<file path="src/rtl/fp_add_pkg.sv">
// Shared definitions for the floating-point adder pipeline.
// The align, add and normalise/round stages all use these widths, so
// changing a format width here changes it for the whole adder.
package fp_add_pkg;

  // Exponent width; the bias is 2^(EXP_W-1)-1.
  // Exponent 0 encodes zero and all-ones encodes infinity.
  localparam int EXP_W  = 4;

  // Mantissa width including the hidden bit.
  localparam int MANT_W = 4;

  // Guard, round and sticky bits kept below the mantissa LSB.
  localparam int GRS_W  = 3;

  // Width of the raw sum vector: {carry, hidden, frac, G, R, S}.
  localparam int VEC_W  = MANT_W + GRS_W + 1;

  // All-ones exponent, used as the infinity/saturation encoding.
  localparam logic [EXP_W-1:0] EXP_MAX = '1;

  // Back-end sequencing: accept, normalise, round, then present the result.
  typedef enum logic [1:0] {
    IDLE  = 2'd0,
    NORM  = 2'd1,
    ROUND = 2'd2,
    OUT   = 2'd3
  } norm_state_t;

endpackage

</file>
<file path="src/rtl/fp_round_rne.sv">
// Combinational round-to-nearest-even on a normalised mantissa.
// When the increment ripples out of the top bit, the mantissa becomes
// 100..0 and carry_o tells the caller to bump the exponent.
module fp_round_rne #(
  parameter int MANT_W = 4
) (
  input  logic [MANT_W-1:0] mant_i,
  input  logic              guard_i,
  input  logic              round_i,
  input  logic              sticky_i,
  output logic [MANT_W-1:0] mant_o,
  output logic              carry_o
);

  logic              incr;
  logic [MANT_W:0]   sum;

  // Round up above the halfway point; on an exact tie, round up only when the LSB is odd.
  always_comb begin
    incr    = guard_i & (round_i | sticky_i | mant_i[0]);
    sum     = {1'b0, mant_i} + {{MANT_W{1'b0}}, incr};
    carry_o = sum[MANT_W];
    mant_o  = sum[MANT_W-1:0];
    if (sum[MANT_W]) begin
      mant_o = {1'b1, {(MANT_W-1){1'b0}}};
    end
  end

endmodule

</file>
<file path="src/rtl/fp_norm_round.sv">
// Back end of the FP adder.
// This stage takes the raw sum mantissa, renormalises it, and rounds it to
// nearest-even. It then presents the packed sign/exp/frac together with the
// zero and overflow flags. Normalisation shifts left one bit per cycle, or
// shifts right once when the add carried out. One operation is in flight
// at a time.
module fp_norm_round
  import fp_add_pkg::*;
(
  input  logic              clk,
  input  logic              rst,
  input  logic              in_valid,
  output logic              in_ready,
  input  logic              in_sign,
  input  logic [EXP_W-1:0]  in_exp,
  input  logic [VEC_W-1:0]  in_mant,
  output logic              out_valid,
  input  logic              out_ready,
  output logic              out_sign,
  output logic [EXP_W-1:0]  out_exp,
  output logic [MANT_W-2:0] out_frac,
  output logic              out_zero,
  output logic              out_ovf
);

  // One extra exponent bit so that carry and rounding increments on an
  // already-large exponent cannot wrap back to a small value.
  localparam logic [EXP_W:0] EXP_ONE     = (EXP_W+1)'(1);
  localparam logic [EXP_W:0] EXP_MAX_EXT = {1'b0, EXP_MAX};

  norm_state_t       state_q;
  logic              sign_q;
  logic [EXP_W:0]    exp_q;
  logic [VEC_W-1:0]  mant_q;

  logic              out_valid_q;
  logic              out_sign_q;
  logic [EXP_W-1:0]  out_exp_q;
  logic [MANT_W-2:0] out_frac_q;
  logic              out_zero_q;
  logic              out_ovf_q;

  // Named views of the working vector fields.
  logic              carry_bit;
  logic              hidden_bit;
  logic [MANT_W-1:0] body_mant;
  logic              guard_bit;
  logic              round_bit;
  logic              sticky_bit;
  logic              is_zero;

  logic [VEC_W-1:0]  shr_mant_d;
  logic [VEC_W-1:0]  shl_mant_d;
  logic [MANT_W-1:0] rnd_mant_d;
  logic              rnd_carry_d;
  logic [EXP_W:0]    rnd_exp_d;
  logic              rnd_ovf_d;

  assign in_ready  = (state_q == IDLE);
  assign out_valid = out_valid_q;
  assign out_sign  = out_sign_q;
  assign out_exp   = out_exp_q;
  assign out_frac  = out_frac_q;
  assign out_zero  = out_zero_q;
  assign out_ovf   = out_ovf_q;

  // Split the working vector into carry/hidden/mantissa/GRS fields and precompute both shift candidates.
  always_comb begin
    carry_bit  = mant_q[VEC_W-1];
    hidden_bit = mant_q[VEC_W-2];
    body_mant  = mant_q[VEC_W-2:GRS_W];
    guard_bit  = mant_q[GRS_W-1];
    round_bit  = mant_q[GRS_W-2];
    sticky_bit = |mant_q[GRS_W-3:0];
    is_zero    = (mant_q == '0) || (exp_q == '0);
    // A right shift must not lose the bit falling off the bottom, so it is folded into sticky.
    shr_mant_d = {1'b0, mant_q[VEC_W-1:2], mant_q[1] | mant_q[0]};
    shl_mant_d = {mant_q[VEC_W-2:0], 1'b0};
  end

  fp_round_rne #(
    .MANT_W (MANT_W)
  ) u_round (
    .mant_i   (body_mant),
    .guard_i  (guard_bit),
    .round_i  (round_bit),
    .sticky_i (sticky_bit),
    .mant_o   (rnd_mant_d),
    .carry_o  (rnd_carry_d)
  );

  // Final exponent after rounding; anything at or past all-ones saturates to infinity.
  always_comb begin
    rnd_exp_d = exp_q + {{EXP_W{1'b0}}, rnd_carry_d};
    rnd_ovf_d = (rnd_exp_d >= EXP_MAX_EXT);
  end

  // Sequencer: latch the operand, normalise a step per cycle, round, then hold the result until taken.
  always_ff @(posedge clk or posedge rst) begin
    if (rst) begin
      state_q     <= IDLE;
      sign_q      <= 1'b0;
      exp_q       <= '0;
      mant_q      <= '0;
      out_valid_q <= 1'b0;
      out_sign_q  <= 1'b0;
      out_exp_q   <= '0;
      out_frac_q  <= '0;
      out_zero_q  <= 1'b0;
      out_ovf_q   <= 1'b0;
    end else begin
      case (state_q)
        IDLE: begin
          if (in_valid) begin
            sign_q  <= in_sign;
            exp_q   <= {1'b0, in_exp};
            mant_q  <= in_mant;
            state_q <= NORM;
          end
        end

        NORM: begin
          if (is_zero) begin
            out_sign_q <= sign_q;
            out_exp_q  <= '0;
            out_frac_q <= '0;
            out_zero_q <= 1'b1;
            out_ovf_q  <= 1'b0;
            state_q    <= OUT;
          end else if (carry_bit) begin
            mant_q  <= shr_mant_d;
            exp_q   <= exp_q + EXP_ONE;
            state_q <= ROUND;
          end else if (hidden_bit) begin
            state_q <= ROUND;
          end else if (exp_q == EXP_ONE) begin
            // Shifting further would push the exponent to the zero encoding.
            out_sign_q <= sign_q;
            out_exp_q  <= '0;
            out_frac_q <= '0;
            out_zero_q <= 1'b1;
            out_ovf_q  <= 1'b0;
            state_q    <= OUT;
          end else begin
            mant_q <= shl_mant_d;
            exp_q  <= exp_q - EXP_ONE;
          end
        end

        ROUND: begin
          out_sign_q <= sign_q;
          out_zero_q <= 1'b0;
          if (rnd_ovf_d) begin
            out_exp_q  <= EXP_MAX;
            out_frac_q <= '0;
            out_ovf_q  <= 1'b1;
          end else begin
            out_exp_q  <= rnd_exp_d[EXP_W-1:0];
            out_frac_q <= rnd_mant_d[MANT_W-2:0];
            out_ovf_q  <= 1'b0;
          end
          state_q <= OUT;
        end

        OUT: begin
          if (!out_valid_q) begin
            out_valid_q <= 1'b1;
          end else if (out_ready) begin
            out_valid_q <= 1'b0;
            state_q     <= IDLE;
          end
        end

        default: begin
          state_q <= IDLE;
        end
      endcase
    end
  end

  // A result is either zero or infinity, never both.
  assert property (@(posedge clk) disable iff (rst) !(out_zero && out_ovf));

  // A presented result stays put until the consumer takes it.
  assert property (@(posedge clk) disable iff (rst)
    (out_valid && !out_ready) |=> (out_valid && $stable({out_sign, out_exp, out_frac, out_zero, out_ovf})));

endmodule
</file>
<file path="config.mk">
export PLATFORM = sky130hd
export DESIGN_NAME = fp_norm_round
export DESIGN_NICKNAME = d
export VERILOG_FILES = /design/src/rtl/fp_add_pkg.sv /design/src/rtl/fp_round_rne.sv /design/src/rtl/fp_norm_round.sv
export SDC_FILE = /design/constraint.sdc
export NUM_CORES = 1
export LEC_CHECK = 0
export CORE_MARGIN = 2
export CORE_UTILIZATION = 48
export CTS_CLUSTER_DIAMETER = 120
export DETAILED_ROUTE_END_ITERATION = 16
export GPL_TIMING_DRIVEN = 0
export PLACE_DENSITY = 0.73
export SYNTH_ARGS = -nofsm -noshare
export SYNTH_HDL_FRONTEND = slang
export SYNTH_SLANG_ARGS = --single-unit
</file>
<file path="constraint.sdc">
create_clock -name clk -period 1.96 [get_ports clk]
set_input_delay 0.392 -clock clk [delete_from_list [all_inputs] [get_ports clk]]
set_output_delay 0.392 -clock clk [all_outputs]
set_load 0.02 [all_outputs]
</file>
==> reports/results.ini, run 1 <==
[drt]
drtPass1Iterations=4
wl_mm=4.24
vias=1610
wl_per_cell_um=15.2
viasPerCell=5.77
ant_nets=0
dr.first_iter.drc_count=72
drc=0

[clocking]
cts_buffer_depth=2
cts_tree=built
clk_latency_ns=0.35
cts_buffers=3
h-tree-depth=1
cts-root-buf=clkbuf_4
clk_pin_slew_ns=0.15
cts_num_sinks=27
hold_buffers=0

[power]
p_leak_nw=0.999
cellPowerDensity_nw_per_um2=1710
ir_worst_vdd_mv=0.854

[status]
violations=setup timing
status=finished with violations

[sta]
max_freq_mhz=498
setup_viol_count_final=7
slew_headroom=0.308
grt_setup_unrepaired=true
skew_ns=0.00810
drv_slew=0
layout_min_cycle_time_ns=2.01
worstMarginPinSlew_ns=1.04
fin_tns_setup_ns=-0.216
finalCritPeriodShare=1.02
fin_ws_ns=-0.0472
hold_viol=0

[synth]
synth_xor_area_frac=0.0307
yosys.area_share.simple=0.180
synth_top_family_by_area=compound AO/OA/AOI/OAI gates
yosysTopAreaCellShare=0.395
yosys_warnings=0
syn_inst=186
synth_top_cell_by_area=dfrtp_1
synthFlopType=dfrtp_1
seq_area_frac_synth=0.395
synth_nets=214
synthMuxAreaShare=0.0315
async_reset_ff_frac=1.00
syn_area_sq_um=1710
ys_ff_latch=27
yosys-top-cells-area=dfrtp_1, ha_1, a21oi_1
synthAdderAreaFrac=0.0805
postSynthAreaPerCell_sq_um=9.20
synth_edf_count=0
yosysMostFrequentCell=dfrtp_1
synthTopCellsByCount=dfrtp_1, nand2_1, a21oi_1
synth_compound_area_frac=0.222
yosysUniqueCellTypes=44

[finish]
area_delta_synth_final_pct=35.2
design_area_sq_um=2310
final_util=0.682
final_nets=262
diodes=0
fill_cells=260
drive_gt1_frac=0.240
stdcell_count=279

[critical_path]
cpMaxStageDelayCell=dfrtp_1
crit_path_start_kind=flop
arrival_ns=2.24
critPathKind=reg2reg
crit_path_max_incr_delay_ns=0.42
cp_num_buf_inv=2
path_max_fanout=3
crit_family=adder cells
cp_common_cell=ha_4
cp-end-kind=flop
worstPathCellList=and2_4, ha_4, nand3_4, inv_2, ha_4, ha_4, xnor2_2, o31a_1, buf_4, nand2_2, o21ai_1
crit_required_ns=2.20

[floorplan]
initial_core_util=0.505
die_x_um=63.7
coreArea_sq_um=3390
die-area_sq_um=4060
placementRows=21
dieHeight_um=63.7
io_pins=29

[global_routing]
grt_pass1_wl_mm=7.09
first_global_vias=1572
grt_usage=0.222
antenna_found_initial=0
overflow=0
grt_max_degree=28

[placed_design]
portBuffers=28
post-place-cells=260
gp_congestion=0.872
hpwl_mm=2.95
place_area_sq_um=2090

[run]
maxCapViolCount=0

[hold_path]
hold_path.class=reg2reg

-- kinds of logic after synthesis --
family          after synthesis
flops                        27
mux                           5
xor+xnor                      6
compound gates               54
simple gates                 62
fa+ha+maj                    11
buf+inv                      21
-- metal layers --
layer,vias to the layer above,global-route usage,wire [um]
met1,769,0.275,1760
met3,14,0.0286,253
met4,0,0.0788,109
met5,-,0,0
li1,759,-,-
met2,68,0.392,2120
-- worst min-delay path: cells and delay by family, from the launching register on --
family / cells / cell delay (ns)
and+or+nand+nor: 1 / 0.04
AOI/OAI and AO/OA: 1 / 0.05
DFF: 1 / 0.37
-- what timing repair did --
item / CTS / global route
gates cloned: 0 / 1
resized for setup: 16 / 14
endpoints found under the hold margin: 0 / 0
pin swaps: 5 / 4
setup buffers: 8 / 6
setup endpoints to repair: 24 / 23
-- worst paths after layout --
kind | from | to | slack [ns] | depth (start not counted)
hold / removal | out_exp[0] | out_exp[0] | 0.49 | 2
hold reg to reg | out_exp[0] | out_exp[0] | 0.49 | 2
setup / recovery | mant_q[3] | out_frac[2] | -0.05 | 11
max in group asynchronous | rst | exp_q[1] | 0.69 | 2
setup reg to reg | mant_q[3] | out_frac[2] | -0.05 | 11
min in group asynchronous | rst | out_exp[0] | 0.59 | 2
-- power by group --
part,internal (mW),switching [mW],leakage [nW],total (mW)
clock network,0.0803,0.174,0.0150,0.255
registers,0.832,0.259,0.321,1.09
logic,1.23,1.38,0.663,2.61
-- through the flow --
| step | hold slack [ns] | total power, mW | worst slack [ns] |
|---|---|---|---|
| 2_1_floorplan | 0.445 | 2.63 | -0.0244 |
| 3_3_place_gp | 0.459 | 3.20 | -0.203 |
| 3_5_place_dp | 0.470 | 3.29 | -0.332 |
| 4_1_cts | 0.504 | 3.73 | -0.0803 |
| 5_1_grt | 0.529 | 4.25 | -0.169 |
| 6_report | 0.494 | 3.95 | -0.0472 |
-- placed cells by master (no fill, tap or decap), types with 3 or more instances in the layout --
cell type / synthesis / final
a221oi_1: 4 / 4
clkbuf_4: 0 / 4
nor3_1: 4 / 4
clkdlybuf4s50_1: 0 / 27
o21ai_0: 9 / 6
dfrtp_1: 27 / 24
a21o_1: 3 / 3
a21oi_1: 17 / 17
o21ai_1: 2 / 3
and3_1: 4 / 4
dfrtp_2: 0 / 3
buf_6: 2 / 3
nand2_1: 20 / 19
nor2_1: 15 / 14
nand3_1: 7 / 5
inv_1: 11 / 9
clkbuf_1: 4 / 4
buf_4: 2 / 17
xor2_1: 4 / 3
mux2_2: 3 / 3
ha_4: 0 / 3
ha_1: 11 / 6
-- registers in the layout, indices dropped and copies added (netlist names) --
register / flops
exp_q: 5
mant_q: 8
out_exp: 4
out_frac: 3
out_ovf: 1
out_sign: 1
out_valid: 1
out_zero: 1
sign_q: 1
state_q: 2
-- final cells by class --
type	count	area [sq um]	area share
well taps	46	57.6	0.0249
multi-input cells	138	1040	0.451
repair buffers	43	392	0.169
clock buffers	4	26.3	0.0114
plain buffers	10	72.6	0.0314
inverters	11	41.3	0.0179
flip-flops and latches	27	679	0.294
Note: power is estimated with default switching activity, not from simulation.
==> inputs of run 2 (changes only) <==
--- a/config.mk
+++ b/config.mk
@@ -5,6 +5,7 @@
 export SDC_FILE = /design/constraint.sdc
 export NUM_CORES = 1
 export LEC_CHECK = 0
+export ABC_CLOCK_PERIOD_IN_PS = 1960
 export CORE_MARGIN = 2
 export CORE_UTILIZATION = 48
 export CTS_CLUSTER_DIAMETER = 120
==> results of run 2 <==
Same layout as run 1: the final DEF is identical, and so are final timing and power.
==> inputs of run 3 (changes only) <==
--- a/config.mk
+++ b/config.mk
@@ -6,7 +6,7 @@
 export NUM_CORES = 1
 export LEC_CHECK = 0
 export ABC_CLOCK_PERIOD_IN_PS = 1960
-export CORE_MARGIN = 2
+export CORE_MARGIN = 1.5
 export CORE_UTILIZATION = 48
 export CTS_CLUSTER_DIAMETER = 120
 export DETAILED_ROUTE_END_ITERATION = 16
==> run 3 against run 2 <==
Compared with the run above:
- the flow still finishes with violations (setup timing)
- routed wire length increased by 4.1%
- via count up 1.4%
- die area shrank 3.1%
- non-clock buffer count grew 6
- critical path type unchanged
- critical endpoint is now out_frac[0]
- highest routed layer unchanged
==> reports/results.ini, run 3 (same netlist as run 1, synthesis figures left out) <==
[status]
status=finished with violations
violations=setup timing

[clocking]
cts-root-buf=clkbuf_4
clk_latency_ns=0.35
cts_num_sinks=27
clk_pin_slew_ns=0.16
cts_buffer_depth=2
cts_buffers=3
hold_buffers=0
h-tree-depth=1
cts_tree=built

[drt]
vias=1633
ant_nets=0
drtPass1Iterations=4
wl_mm=4.42
viasPerCell=5.73
drc=0
wl_per_cell_um=15.5
dr.first_iter.drc_count=80

[critical_path]
crit_start=mant_q[2]
cp_common_cell=ha_4
cpMaxStageDelayCell=dfrtp_1
crit_path_max_incr_delay_ns=0.43
cp-end-kind=flop
critPathKind=reg2reg
arrival_ns=2.39
crit_required_ns=2.24
crit_path_start_kind=flop
worstPathCellList=and2_4, ha_4, nand3_4, inv_2, ha_4, ha_4, xnor2_1, o31a_1, nand3_1, o31ai_1
path_max_fanout=4
r2r-start=mant_q[2]

[global_routing]
grt_max_degree=28
overflow=0
antenna_found_initial=0
first_global_vias=1548
grt_usage=0.226
grt_pass1_wl_mm=7.13

[finish]
area_delta_synth_final_pct=40.7
drive_gt1_frac=0.272
layout_commonest_cell=clkdlybuf4s50_1
top_register=mant_q
diodes=0
layout_common_cells=clkdlybuf4s50_1, dfrtp_1, buf_4, nand2_1
design_area_sq_um=2410
final_nets=268
largest_reg_flops=8

[sta]
max_freq_mhz=474
setup_viol_count_final=7
layout_min_cycle_time_ns=2.11
drv_slew=0
fin_ws_ns=-0.151
fin_hold_ws_ns=0.497
skew_ns=0.00513
worstMarginPinSlew_ns=1.04
hold_viol=0
slew_headroom=0.307
fin_tns_setup_ns=-0.347
finalCritPeriodShare=1.08
grt_setup_unrepaired=true

[placed_design]
gp_congestion=0.867
hpwl_mm=2.89
place_ws_ns=-0.269
portBuffers=28
place_area_sq_um=2090

[floorplan]
initial_core_util=0.505
die_x_um=62.7
dieHeight_um=62.7
placementRows=21
io_pins=29
die-area_sq_um=3930
coreArea_sq_um=3390

[power]
p_leak_nw=1.03
power_mw=4.21
ir_worst_vdd_mv=0.774
cellPowerDensity_nw_per_um2=1750

[hold_path]
min-delay-start=out_exp[2]
hold_path.class=reg2reg

[run]
maxCapViolCount=0

==> run 3: worst max-delay path: cells and delay by family (launching register included) <==
kind                     cells  cell delay (ns)
AO/OA/AOI/OAI                2             0.46
XOR/XNOR                     1             0.23
adder cells (fa/ha/maj)      3             0.48
buffers and inverters        1             0.05
flip-flops                   1             0.43
AND/OR/NAND/NOR              3             0.39
==> run 3: final cells by class <==
class / count / area [sq um]
multi-input combinational: 138 / 1080
fill: 231 / 983
sequential: 27 / 679
timing repair buffer: 49 / 444
buffer: 10 / 77.6
tap: 46 / 57.6
inverter: 11 / 41.3
clock buffer: 3 / 22.5
clock inverter: 1 / 7.51
==> run 3: repair_timing <==
item | 4_1_cts | 5_1_grt
setup endpoints to repair | 24 | 23
gates cloned | 0 | 2
resized for setup | 14 | 28
pin swaps | 3 | 9
setup buffers | 6 | 13
==> run 3: routing by layer <==
| metal | GRT usage | vias up | part of all wire |
|---|---|---|---|
| li1 | - | 769 | - |
| met1 | 0.288 | 784 | 0.42 |
| met2 | 0.392 | 63 | 0.49 |
| met3 | 0.0270 | 17 | 0.055 |
| met4 | 0.0861 | 0 | 0.033 |
| met5 | 0 | - | 0 |
==> run 3: where the power goes <==
group          leakage [nW]  total [mW]  internal (mW)  switching, mW
combinational         0.695        2.87           1.37           1.50
clock                0.0139       0.269         0.0785          0.190
sequential            0.322        1.07          0.831          0.236
==> run 3: worst paths after layout <==
path                                     to  slack (ns)  cells after the start
min in group asynchronous          out_sign        0.58                      2
worst max register to register  out_frac[0]       -0.15                     10
max in group asynchronous          exp_q[1]        0.69                      2
worst max-delay path            out_frac[0]       -0.15                     10
worst min register to register   out_exp[2]        0.50                      1
worst min-delay path             out_exp[2]        0.50                      1
==> run 3: metrics by stage <==
step                utilization  cells
floorplan                     -    186
global placement          0.617    260
detailed placement        0.617    260
CTS                       0.650    270
global route              0.710    285
finish                    0.710    285
